[src/rtl/spi_pwm_pkg.sv]
// Shared definitions for the SPI-controlled PWM bank.
// Holds the command byte layout, the two fixed register addresses,
// the synchroniser depth and the SPI frame-state encoding.
package spi_pwm_pkg;

   // Command byte: bit7 = write(1)/read(0), bits[5:0] = register address
   localparam int CMD_W      = 8;
   localparam int CMD_WR_BIT = 7;
   localparam int ADDR_W     = 6;

   localparam logic [ADDR_W-1:0] ADDR_PERIOD = 6'h3E;
   localparam logic [ADDR_W-1:0] ADDR_CTRL   = 6'h3F;

   localparam int SYNC_DEPTH = 2;

   typedef enum logic [1:0] {
      IDLE,
      CMD,
      DATA,
      DONE
   } frame_state_e;

endpackage

[src/rtl/spi_pwm_slave.sv]
// SPI mode-0 slave for the PWM bank register file.
// Frame: 8-bit command byte, then PW data bits, both MSB first.
//   clk, reset : system clock, synchronous active-high reset
//   sclk_i     : SPI clock (asynchronous, synchronised here)
//   cs_n_i     : SPI chip select, active-low (asynchronous)
//   mosi_i     : SPI data in
//   rdata_i    : read data for addr_o, combinational from the register file
//   miso_o     : SPI data out, registered
//   wr_en_o    : one-cycle write strobe, valid with addr_o/wdata_o
//   addr_o     : register address from the command byte
//   wdata_o    : write data
module spi_pwm_slave
   import spi_pwm_pkg::*;
#(
   parameter int PW = 8
)
(
   input  logic                clk,
   input  logic                reset,
   input  logic                sclk_i,
   input  logic                cs_n_i,
   input  logic                mosi_i,
   input  logic [PW-1:0]       rdata_i,
   output logic                miso_o,
   output logic                wr_en_o,
   output logic [ADDR_W-1:0]   addr_o,
   output logic [PW-1:0]       wdata_o
);

   logic [SYNC_DEPTH-1:0] sclk_sync_q;
   logic [SYNC_DEPTH-1:0] cs_sync_q;
   logic [SYNC_DEPTH-1:0] mosi_sync_q;
   logic                  sclk_prev_q;
   logic                  sclk_s, cs_s, mosi_s;
   logic                  sclk_rise, sclk_fall;

   frame_state_e          state_q;
   logic [4:0]            bit_cnt_q;
   logic [CMD_W-1:0]      cmd_q;
   logic [PW-1:0]         rx_q;
   logic [PW-1:0]         tx_q;
   logic                  loaded_q;
   logic                  miso_q;
   logic                  wr_en_q;

   assign sclk_s    = sclk_sync_q[SYNC_DEPTH-1];
   assign cs_s      = cs_sync_q[SYNC_DEPTH-1];
   assign mosi_s    = mosi_sync_q[SYNC_DEPTH-1];
   assign sclk_rise = sclk_s & ~sclk_prev_q;
   assign sclk_fall = ~sclk_s & sclk_prev_q;

   // The chip-select chain resets to "selected" so that a frame already in
   // progress when reset drops is never mistaken for a fresh cs_n fall.
   always_ff @(posedge clk) begin
      if (reset) begin
         sclk_sync_q <= '0;
         cs_sync_q   <= '0;
         mosi_sync_q <= '0;
         sclk_prev_q <= 1'b0;
      end else begin
         sclk_sync_q <= {sclk_sync_q[SYNC_DEPTH-2:0], sclk_i};
         cs_sync_q   <= {cs_sync_q[SYNC_DEPTH-2:0], cs_n_i};
         mosi_sync_q <= {mosi_sync_q[SYNC_DEPTH-2:0], mosi_i};
         sclk_prev_q <= sclk_s;
      end
   end

   // Reset parks the FSM in DONE: a new frame needs cs_n seen high (IDLE)
   // and then low again.
   always_ff @(posedge clk) begin
      if (reset) begin
         state_q   <= DONE;
         bit_cnt_q <= '0;
         cmd_q     <= '0;
         rx_q      <= '0;
         tx_q      <= '0;
         loaded_q  <= 1'b0;
         miso_q    <= 1'b0;
         wr_en_q   <= 1'b0;
      end else begin
         wr_en_q <= 1'b0;
         if (cs_s) begin
            state_q   <= IDLE;
            bit_cnt_q <= '0;
            loaded_q  <= 1'b0;
            miso_q    <= 1'b0;
         end else begin
            case (state_q)
               IDLE: begin
                  state_q   <= CMD;
                  bit_cnt_q <= '0;
                  loaded_q  <= 1'b0;
               end
               CMD: begin
                  if (sclk_rise) begin
                     cmd_q <= {cmd_q[CMD_W-2:0], mosi_s};
                     if (bit_cnt_q == 5'(CMD_W-1)) begin
                        state_q   <= DATA;
                        bit_cnt_q <= '0;
                     end else begin
                        bit_cnt_q <= bit_cnt_q + 5'd1;
                     end
                  end
               end
               DATA: begin
                  // First falling edge after the command byte loads the
                  // read word; a write shifts out zeros instead.
                  if (sclk_fall) begin
                     if (!loaded_q) begin
                        loaded_q <= 1'b1;
                        if (cmd_q[CMD_WR_BIT]) begin
                           miso_q <= 1'b0;
                           tx_q   <= '0;
                        end else begin
                           miso_q <= rdata_i[PW-1];
                           tx_q   <= {rdata_i[PW-2:0], 1'b0};
                        end
                     end else begin
                        miso_q <= tx_q[PW-1];
                        tx_q   <= {tx_q[PW-2:0], 1'b0};
                     end
                  end
                  if (sclk_rise) begin
                     rx_q <= {rx_q[PW-2:0], mosi_s};
                     if (bit_cnt_q == 5'(PW-1)) begin
                        state_q <= DONE;
                        wr_en_q <= cmd_q[CMD_WR_BIT];
                     end else begin
                        bit_cnt_q <= bit_cnt_q + 5'd1;
                     end
                  end
               end
               DONE: begin
                  if (sclk_fall) miso_q <= 1'b0;
               end
               default: state_q <= IDLE;
            endcase
         end
      end
   end

   assign miso_o  = miso_q;
   assign wr_en_o = wr_en_q;
   assign addr_o  = cmd_q[ADDR_W-1:0];
   assign wdata_o = rx_q;

endmodule

[src/rtl/spi_pwm_bank.sv]
// Bank of NCH PWM channels with double-buffered levels and period,
// configured over SPI. Shadow registers are written over SPI; a commit
// request copies them into the active set at the next counter wrap.
//   clk, reset : system clock, synchronous active-high reset
//   sclk, cs_n, mosi : SPI mode-0 slave inputs (asynchronous)
//   miso       : SPI data out, registered
//   pwm_out    : per-channel PWM outputs, registered
module spi_pwm_bank
   import spi_pwm_pkg::*;
#(
   parameter int NCH = 8,
   parameter int PW  = 8
)
(
   input  logic           clk,
   input  logic           reset,
   input  logic           sclk,
   input  logic           cs_n,
   input  logic           mosi,
   output logic           miso,
   output logic [NCH-1:0] pwm_out
);

   localparam logic [PW-1:0] PER_RST = {{(PW-1){1'b1}}, 1'b0};

   logic              wr_en;
   logic [ADDR_W-1:0] addr;
   logic [PW-1:0]     wdata;
   logic [PW-1:0]     rdata;

   logic [PW-1:0]     shd_lvl_q [NCH];
   logic [PW-1:0]     act_lvl_q [NCH];
   logic [PW-1:0]     shd_per_q, act_per_q;
   logic [PW-1:0]     cnt_q, cnt_d;
   logic              commit_q, commit_d;
   logic [NCH-1:0]    pwm_q;
   logic              wrap, take_commit;

   spi_pwm_slave #(.PW(PW)) u_slave (
      .clk     (clk),
      .reset   (reset),
      .sclk_i  (sclk),
      .cs_n_i  (cs_n),
      .mosi_i  (mosi),
      .rdata_i (rdata),
      .miso_o  (miso),
      .wr_en_o (wr_en),
      .addr_o  (addr),
      .wdata_o (wdata)
   );

   assign wrap        = (cnt_q == act_per_q);
   assign take_commit = wrap & commit_q;

   // A commit request arriving on the same cycle a commit is taken stays
   // pending for the following wrap.
   always_comb begin
      cnt_d    = wrap ? '0 : cnt_q + PW'(1);
      commit_d = (commit_q & ~take_commit) |
                 (wr_en & (addr == ADDR_CTRL) & wdata[0]);
   end

   always_comb begin
      rdata = '0;
      for (int i = 0; i < NCH; i++) begin
         if (addr == ADDR_W'(i)) rdata = shd_lvl_q[i];
      end
      if (addr == ADDR_PERIOD) rdata = shd_per_q;
      if (addr == ADDR_CTRL)   rdata = {{(PW-1){1'b0}}, commit_q};
   end

   // Active registers take the shadow values as they stood before any write
   // landing on the same edge.
   always_ff @(posedge clk) begin
      if (reset) begin
         for (int i = 0; i < NCH; i++) begin
            shd_lvl_q[i] <= '0;
            act_lvl_q[i] <= '0;
         end
         shd_per_q <= PER_RST;
         act_per_q <= PER_RST;
         cnt_q     <= '0;
         commit_q  <= 1'b0;
         pwm_q     <= '0;
      end else begin
         cnt_q    <= cnt_d;
         commit_q <= commit_d;
         if (take_commit) begin
            for (int i = 0; i < NCH; i++) act_lvl_q[i] <= shd_lvl_q[i];
            act_per_q <= shd_per_q;
         end
         for (int i = 0; i < NCH; i++) begin
            if (wr_en && addr == ADDR_W'(i)) shd_lvl_q[i] <= wdata;
            pwm_q[i] <= (cnt_q < act_lvl_q[i]);
         end
         if (wr_en && addr == ADDR_PERIOD) shd_per_q <= wdata;
      end
   end

   assign pwm_out = pwm_q;

endmodule

[config.mk]
export PLATFORM = sky130hd
export DESIGN_NAME = spi_pwm_bank
export DESIGN_NICKNAME = d
export VERILOG_FILES = /design/src/rtl/spi_pwm_pkg.sv /design/src/rtl/spi_pwm_slave.sv /design/src/rtl/spi_pwm_bank.sv
export SDC_FILE = /design/constraint.sdc
export NUM_CORES = 1
export LEC_CHECK = 0
export CAP_MARGIN = 15
export CORE_MARGIN = 4
export CORE_UTILIZATION = 60
export DETAILED_ROUTE_END_ITERATION = 10
export DONT_BUFFER_PORTS = 1
export GPL_TIMING_DRIVEN = 1
export PLACE_DENSITY_LB_ADDON = 0.15
export SLEW_MARGIN = 30
export SYNTH_ARGS = -nofsm -noshare
export SYNTH_HDL_FRONTEND = slang
export SYNTH_SLANG_ARGS = --single-unit
[constraint.sdc]
create_clock -name clk -period 3.8 [get_ports clk]
set_input_delay 1.14 -clock clk [delete_from_list [all_inputs] [get_ports clk]]
set_output_delay 1.14 -clock clk [all_outputs]
set_load 0.005 [all_outputs]
# After elaboration in Yosys (flattened, before gate mapping)
# Memory sizes are Yosys's and may differ from the RTL's.
# Cells that the tools add are included.
[classes]
add_sub_neg = 2
magnitude_cmp = 8
eq_ne = 23
muxes = 75
n_bitwise = 30
n_reduce_logical = 25
[op_table]
columns = ["cell", "n"]
rows = [
  ["$mux 8", 28],
  ["$lt 8x8->1", 8],
  ["$mux 1", 34],
  ["$eq 6x3->1 const B", 4],
  ["$mux 5", 4],
  ["$or 1x1->1", 17],
  ["$pmux 5 s3", 1],
  ["$eq 6x2->1 const B", 2],
  ["$eq 6x6->1 const B", 2],
  ["$ne 3x1->1 const B", 4],
  ["$reduce_and 3->1", 4],
  ["$mux 2", 5],
  ["$logic_and 1x1->1", 9],
  ["$add 8x1->8 const B", 1],
  ["$eq 8x8->1", 1],
  ["$ne 2x1->1 const B", 4],
  ["$not 1->1", 7],
  ["$and 1x1->1", 6],
  ["$eq 6x1->1 const B", 1],
  ["$logic_not 6->1", 1],
  ["$pmux 2 s3", 1],
  ["$add 5x1->5 const B", 1],
  ["$eq 5x3->1 const B", 1],
  ["$reduce_and 5->1", 1],
  ["other kinds (12)", 16],
]
[word_totals]
reg_bits = 74
ram_bits = 128
in_bits = 5
mem_count = 2
[mem_list]
columns = ["memory", "words", "width", "read_ports", "rd_ports_with_merged_regs", "wr", "line", "rtl"]
rows = [
  ["act_lvl_q", 8, 8, 8, 0, 8, "spi_pwm_bank.sv:32", "logic [PW-1:0] act_lvl_q [NCH];"],
  ["shd_lvl_q", 8, 8, 8, 0, 8, "spi_pwm_bank.sv:31", "logic [PW-1:0] shd_lvl_q [NCH];"],
]

# Logic depth before layout (Yosys ltp)
# Gate-level depths: netlist of run 1.
[logic_depth]
word_depth = 15
mapped_depth = 9
ltp_nobuf = 7

# Cells and area by module
# From an unflattened synthesis of run 1, not the netlist that was laid out.
[unflattened]
hier_cells = 930
area_unflattened_um2 = 9768.1
[modules_own_cells]
columns = ["mod", "n_inst", "cells_per_inst", "area_each_um2", "seq_area_each_um2"]
rows = [
  ["spi_pwm_bank", 1, 732, 8065.2, 4504.3],
  ["spi_pwm_slave", 1, 198, 1702.9, 800.8],
]

# Least setup slack after synthesis of run 1
# No wires, ideal clock.
[synth_path]
path_type = "input-to-reg"
start = "input port reset"
end = "memory act_lvl_q[0][0], enable pin"
setup_ns = 0.433
arrival_time_ns = 3.130
t_required_ns = 3.367
setup_slack_ns = 0.237
stages = 3
path_buffers = 2
path_cell_list = "buf_2 -> clkbuf_1 -> nand2b_1"
[synth_lines]
columns = ["item", "line", "rtl"]
rows = [
  ["start, declared", "spi_pwm_bank.sv:16", "input logic reset,"],
  ["end, declared", "spi_pwm_bank.sv:32", ""],
]

==> results of run 1 <==
-- through the flow --
stage                     power, mW  std cells  util [%]  setup WS, ns
after floorplan                2.72        928         -         0.237
after global placement         2.79       1110      62.1          1.15
after detailed placement       2.81       1110      62.1          1.09
after CTS                      4.99       1149      66.8          1.05
after global routing           5.14       1149      66.8         0.850
final                          4.97       1149      66.8          1.09
-- where the power goes --
group	total (mW)	switching [mW]	internal [mW]
Clock	2.20	0.830	1.37
Combinational	0.322	0.195	0.126
Sequential	2.45	0.0536	2.39
-- worst max path at each step --
stage | to | slack, ns | depth (start not counted)
after floorplan | act_lvl_q[0][0] | 0.24 | 3
after global placement | act_lvl_q[0][12] | 1.15 | 5
after detailed placement | act_lvl_q[0][5] | 1.09 | 5
after CTS | act_lvl_q[0][7] | 1.05 | 5
after global routing | act_lvl_q[0][14] | 0.85 | 5
final | act_lvl_q[0][7] | 1.09 | 5
-- layer usage --
metal / part of all wire (%) / wire, um / vias up / GRT usage, %
li1: - / - / 3236 / -
met4: 3.4 / 736 / 0 / 8.68
met3: 6.3 / 1370 / 63 / 3.90
met5: 0 / 0 / - / 0
met1: 45 / 9740 / 3220 / 35.2
met2: 46 / 9960 / 219 / 37.5
-- cells by family (layout without fill, tap and decap cells) --
group | after synthesis | in the layout | share of synthesized area, %
AOI/OAI and AO/OA | 172 | 172 | 11.2
xor gates and xnor gates | 14 | 14 | 1.26
adders and majority gates | 62 | 62 | 7.98
buffers and inverters | 117 | 122 | 4.94
DFF | 201 | 201 | 54.5
muxes | 8 | 8 | 0.823
and+or+nand+nor | 354 | 354 | 19.3
-- state kept, by name, summed over array words and instances (netlist names), 5 cells and up --
register,cells
act_lvl_q,64
act_per_q,8
cnt_q,8
pwm_out,8
shd_lvl_q,64
shd_per_q,8
u_slave.bit_cnt_q,5
u_slave.cmd_q,8
u_slave.tx_q,7
u_slave.wdata_o,8
-- layout make-up --
class                      instances  area (um^2)
clock inverter                    13          164
timing repair buffer               7         65.1
sequential                       201         5310
tap                              216          270
inverter                          76          285
multi-input combinational        610         3940
fill                            1272         5270
clock buffer                      26          587
-- cells in the final DEF (no fill, tap or decap), drive strengths merged, types with 12 or more instances in the layout --
cell type  instances
edfxtp           128
nor2              98
inv               76
dfxtp             73
a21oi             67
nand2             66
ha                62
and2              52
o21ai             30
nor2b             29
clkbuf            26
nand3             25
nand2b            25
nor3              14
nand3b            13
xor2              12
-- Yosys cell counts (all sizes together) (25+ instances only) --
cell    count  share of area [%]
edfxtp    128                 40
nor2       98                3.8
inv        76                2.9
dfxtp      73                 15
a21oi      67                3.4
nand2      66                2.5
ha         62                8.0
and2       52                3.3
o21ai      30                1.5
nor2b      29                1.9
nand2b     25                1.6
nand3      25                1.3
==> metrics.md, run 1 <==
| Metric | Value |
|---|---|
| Worst skew pair latency | 0.50 ns |
| Wire per inst | 19.0 um |
| Gp weighted congestion | approximately 0.86 |
| Routed wire length | about 22000 um |
| Yosys warnings | 0 |
| Clock skew | around 0.01 ns |
| Initial Util | 61.2% |
| Worst VDD drop | roughly 0.32 mV |
| I/O Buffers | 0 |
| Crit Reg-Reg Endpoint | act_lvl_q[0][7] |
| Grt ovf | 0 |
| R2r setup slk | around 1.1 ns |
| Max transition margin | between 30% and 40% |
| Vias in the first global route | roughly 6600 |
| Crit Path Category | flip-flop to flip-flop |
| Worst Hold Launch | u_slave.cs_sync_q[0] |
| Crit. Startpoint | cnt_q[6] |
| N_diodes | 0 |
| Routed vias | just under 7000 |
| Worst Hold Depth | 1 |
| Hold_ws | about 0.44 ns |
| Cts hold-fix bufs | 0 |
| DR DRC count | 0 |
| Hold Crit Class | flip-flop to flip-flop |
| First-pass GRT wire length | between 30000 and 40000 um |
| Htree depth | 1 |
| FFs w/ async S/R, synth | 0% |
| Period utilization | between 70% and 80% |
| Status | completed |
| Maxcap violations | 0 |
| Final #Nets | between 900 and 1000 |
| Slew of the pin with the lowest slew margin | ~1 ns |
| Post-Syn Nets | between 900 and 1000 |
| Yosys reg bits | ~200 |
| Gate count after technology mapping | between 900 and 1000 |
| Final ANT Viol Nets | 0 |
| Largest net degree at the start of global routing | approximately 110 |
| Crit-path leading delay family | simple AND/OR/NAND/NOR gates |
| Cell Chain, Critical Path | xor2_1 > nor4_2 > nand4_4 > nand2b_2 > buf_4 |
| Critical path's largest stage delay | between 0.6 and 0.7 ns |
| Setup_tns | 0 ns |
| Crit Reg-Reg Startpoint | cnt_q[6] |
| Pwr dens | 468 mW/mm^2 |
| Max FO, Critical Path | 25 |
| Die width | about 140 um |
| Fin. Hold Viols | 0 |
| Row cnt | 46 |
| Core footprint | 0.0159 mm^2 |
| RSZ-0062 raised after global routing | no |
| Root buffer cell | clkbuf_16 |
| Die Area | between 0.015 and 0.02 mm^2 |
| Synth Cell Area | about 0.0097 mm^2 |
| R2R depth | 5 |
| CTS tree | built |
| Worst-path clk slew | ~0.06 ns |
| Sequential share of the synthesized area | a little over half |
| Hold EP | u_slave.cs_sync_q[1] |
| Netlist cell types | 64 |
| Data required time at the worst endpoint | approximately 4 ns |
| Die H | 135 um |
| HPWL after DPL | roughly 16000 um |
| Pre-Repair DR Iteration Count | 5 |
| Leakage | between 4 and 5 nW |
| Final Setup Violations | 0 |
| CP arrival | slightly below 3 ns |
| Synth-to-layout area growth | 9.19% |
| Post_cts resized | 0 |
| Final Max Slew Viols | 0 |
| Share of layout cells above drive strength 1 | 5.47% |
| Final Cell Area | approximately 0.011 mm^2 |
| Syn avg cell area | between 10 and 15 um^2 |
| Clock sink count | ~200 |
| FMAX | 0.369 GHz |
| I/O Pins | 14 |
| Sum of buffers and inverters on the critical path | 1 |
| Ys flop type | edfxtp_1 |
| Post-layout min period | 2.71 ns |
| Initial antenna violation count | 0 |
| Total CTS buffers | 22 |
| Worst path slowest cell | dfxtp_1 |
| Vias per cell | between 5 and 6 |
| Max clock buf depth | 3 |
| Crit. End Element | flip-flop |
| DR iter-0 viols | between 600 and 700 |
| Post-CTS setup buffers | 0 |
| Post-synth EDFFs | 128 |
| Area after DPL | about 0.01 mm^2 |
| GRT Total Usage | about a quarter |
| Crit start category | flip-flop |
No activity file was read; power rests on OpenSTA's default activity.
==> inputs of run 2 (changes only) <==
Settings changed: CORE_UTILIZATION 60 to 58.
Clock period 3.8 ns to 2.2 ns, I/O delays scaled along.
==> run 2 against run 1 <==
Effect of this change: die area increased by 3.2%; combinational power is 74% higher; fmax up 35%; routed wire length rose by 4.2%; sequential power increased by 72%; register-to-register slack worse by 0.90 ns; clock skew is 0.0012 ns lower; worst setup slack worse by 0.90 ns; non-clock buffer count grew 25; count of clock-buffer cells in the layout up 6; critical path type unchanged; critical endpoint is now u_slave.bit_cnt_q[0]; largest power group unchanged; highest routed layer unchanged.
==> metrics.md, run 2 (synthesis gave the netlist of run 1 again) <==
| Metric | Value |
|---|---|
| Max FO, Critical Path | 5 (was 25) |
| Design Power | 8.31 mW (was 4.97 mW) |
| HPWL after DPL | 16600 um (was 15800 um) |
| CP arrival | 2.44 ns (was 2.92 ns) |
| Crit Path Category | flip-flop to flip-flop (unchanged) |
| Final Max Slew Viols | 0 (unchanged) |
| Fin. Hold Viols | 0 (unchanged) |
| Wire per inst | 19.3 um (was 19.0 um) |
| Final ANT Viol Nets | 0 (unchanged) |
| DR DRC count | 0 (unchanged) |
| Multi-input combinational cell area | 0.00395 mm^2 (was 0.00394 mm^2) |
| Met2 GRT Util | 38.2% (was 37.5%) |
| Final Setup Violations | 0 (unchanged) |
| R2R depth | 6 (was 5) |
| Clock sink count | 201 (unchanged) |
| Synth-to-layout area growth | 10.8% (was 9.19%) |
| First-pass GRT wire length | 35500 um (was 35200 um) |
| Crit. End Element | flip-flop (unchanged) |
| Clock skew | 0.00891 ns (was 0.0101 ns) |
| Leakage | 4.29 nW (was 4.18 nW) |
| Vias per cell | 5.79 (was 5.86) |
| R2r setup slk | 0.18 ns (was 1.09 ns) |
| Commonest non-fill, non-tap cell in the layout | edfxtp_1 (unchanged) |
| Routed wire length | 22700 um (was 21800 um) |
| Share of layout cells above drive strength 1 | 7.85% (was 5.47%) |
| Root buffer cell | clkbuf_16 (unchanged) |
| Maxcap violations | 0 (unchanged) |
| Core footprint | 0.0165 mm^2 (was 0.0159 mm^2) |
| Data required time at the worst endpoint | 2.62 ns (was 4.01 ns) |
| Row cnt | 47 (was 46) |
| Max clock buf depth | 3 (unchanged) |
| Setup_tns | 0 ns (unchanged) |
| Crit-path leading delay family | compound AO/OA/AOI/OAI gates (was simple AND/OR/NAND/NOR gates) |
| N_diodes | 0 (unchanged) |
| Vias in the first global route | 6476 (was 6597) |
| FMAX | 0.496 GHz (was 0.369 GHz) |
| DR iter-0 viols | 713 (was 620) |
| Worst Hold Launch | reset (was u_slave.cs_sync_q[0]) |
| Die width | 137 um (was 135 um) |
| Total CTS buffers | 21 (was 22) |
| Pre-Repair DR Iteration Count | 5 (unchanged) |
| Crit start category | flip-flop (unchanged) |
| Final #Nets | 1009 (was 985) |
| Cell repeated most along the worst path | a21oi_1 |
| Period utilization | 91.6% (was 71.4%) |
| Largest net degree at the start of global routing | 105 (unchanged) |
| GRT Total Usage | 24.8% (was 24.3%) |
| Gp weighted congestion | 0.946 (was 0.862) |
| Global route hottest layer | met2 (unchanged) |
| Internal power | 6.52 mW (was 3.89 mW) |
| Sum of buffers and inverters on the critical path | 1 (unchanged) |
| Area after DPL | 0.0101 mm^2 (was 0.00987 mm^2) |
| Die Area | 0.0189 mm^2 (was 0.0183 mm^2) |
| Commonest non-fill, non-tap cells in the layout | edfxtp_1 (128), nor2_1 (97), inv_1 (76) (unchanged) |
| Hold EP | act_per_q[0] (was u_slave.cs_sync_q[1]) |
| Worst Hold Depth | 1 (unchanged) |
| Initial antenna violation count | 0 (unchanged) |
| I/O Buffers | 0 (unchanged) |
| Cts hold-fix bufs | 0 (unchanged) |
| Worst skew pair latency | 0.49 ns (was 0.50 ns) |
| Non-Filler Instances | 1176 (was 1149) |
| Pwr dens | 771 mW/mm^2 (was 468 mW/mm^2) |
| Hold Crit Class | primary input to flip-flop (was flip-flop to flip-flop) |
| Reg area | 0.00531 mm^2 (unchanged) |
| Cell Chain, Critical Path | inv_1 > ha_1 > o21ai_0 > a21oi_1 > or3b_2 > a21oi_1 (was xor2_1 > nor4_2 > nand4_4 > nand2b_2 > buf_4) |
| Worst-path clk slew | 0.06 ns (about the same) |
| Status | completed (unchanged) |
| Inst Count DP | 1137 (was 1110) |
| Crit Reg-Reg Startpoint | u_slave.state_q[0] (was cnt_q[6]) |
| Routed vias | 6805 (was 6738) |
| Post-layout min period | 2.02 ns (was 2.71 ns) |
| Switching power total | 1.79 mW (was 1.08 mW) |
| Final Util | 65.2% (was 66.8%) |
| Grt ovf | 0 (unchanged) |
| Count of filler cells inserted in the layout | 1277 (was 1272) |
| Sequential power share | 50.7% (was 49.3%) |
| Worst VDD drop | 0.528 mV (was 0.321 mV) |
| Combinational power share | 6.8% (was 6.5%) |
| Initial Util | 58.9% (was 61.2%) |
| Slew of the pin with the lowest slew margin | 0.643 ns (was 0.981 ns) |
| I/O Pins | 14 (unchanged) |
| Routing usage on met3 | 3.32% (was 3.90%) |
| Crit. Startpoint | u_slave.state_q[0] (was cnt_q[6]) |
| Clock power frac | 42.5% (was 44.3%) |
| Final Cell Area | 0.0108 mm^2 (was 0.0106 mm^2) |
| Biggest regs | act_lvl_q x64, shd_lvl_q x64 (unchanged) |
| Worst path slowest cell | or3b_2 (was dfxtp_1) |
| Met1 usage | 36.7% (was 35.2%) |
| RSZ-0062 raised after global routing | no (unchanged) |
| Die H | 137 um (was 135 um) |
| Max transition margin | 56.8% (was 34.5%) |
| Sw Share | 21.6% (was 21.7%) |
| Critical path's largest stage delay | 0.48 ns (was 0.62 ns) |
| Htree depth | 1 (unchanged) |
| CTS tree | built (unchanged) |
| Crit Reg-Reg Endpoint | u_slave.bit_cnt_q[0] (was act_lvl_q[0][7]) |
[run 2: cell type report]
class,instances,share of cell area [%]
clock buffer,32,5.73
clock inverter,5,0.708
inverter,76,2.65
multi-input combinational,610,36.7
sequential,201,49.2
tap,220,2.55
timing repair buffer,32,2.46
[run 2: layer usage]
| metal | share of wire (%) | vias up |
|---|---|---|
| met5 | 0 | - |
| met4 | 2.8 | 0 |
| met3 | 7.8 | 46 |
| met2 | 45 | 263 |
| met1 | 45 | 3218 |
| li1 | - | 3278 |
[run 2: metrics by stage]
stage               setup slack [ns]  hold slack [ns]
finish                         0.184            0.282
detailed placement             0.152            0.440
floorplan                    0.00297            0.414
global route                  0.0131            0.228
global placement               0.221            0.425
CTS                            0.136            0.233
[run 2: timing repair]
item,in CTS,in global routing
buffers inserted,0,2
gates resized for setup,0,1
endpoints found under the setup margin,0,9
[run 2: how the worst max path moves through the flow]
stage          cells after the start  slack, ns                   end
2_1_floorplan                      4      0.003       act_lvl_q[0][0]
3_3_place_gp                       5       0.22       u_slave.tx_q[4]
3_5_place_dp                       4       0.15      shd_lvl_q[0][27]
4_1_cts                            4       0.14      shd_lvl_q[0][30]
5_1_grt                            7       0.01       u_slave.tx_q[7]
6_report                           6       0.18  u_slave.bit_cnt_q[0]
[run 2: power by group through the flow]
stage | combinational (mW) | clock (mW) | sequential, mW
2_1_floorplan | 0.440 | 0 | 4.26
3_3_place_gp | 0.526 | 0 | 4.29
5_1_grt | 0.639 | 3.78 | 4.23
6_report | 0.561 | 3.53 | 4.21
4_1_cts | 0.564 | 3.60 | 4.21
3_5_place_dp | 0.561 | 0 | 4.29
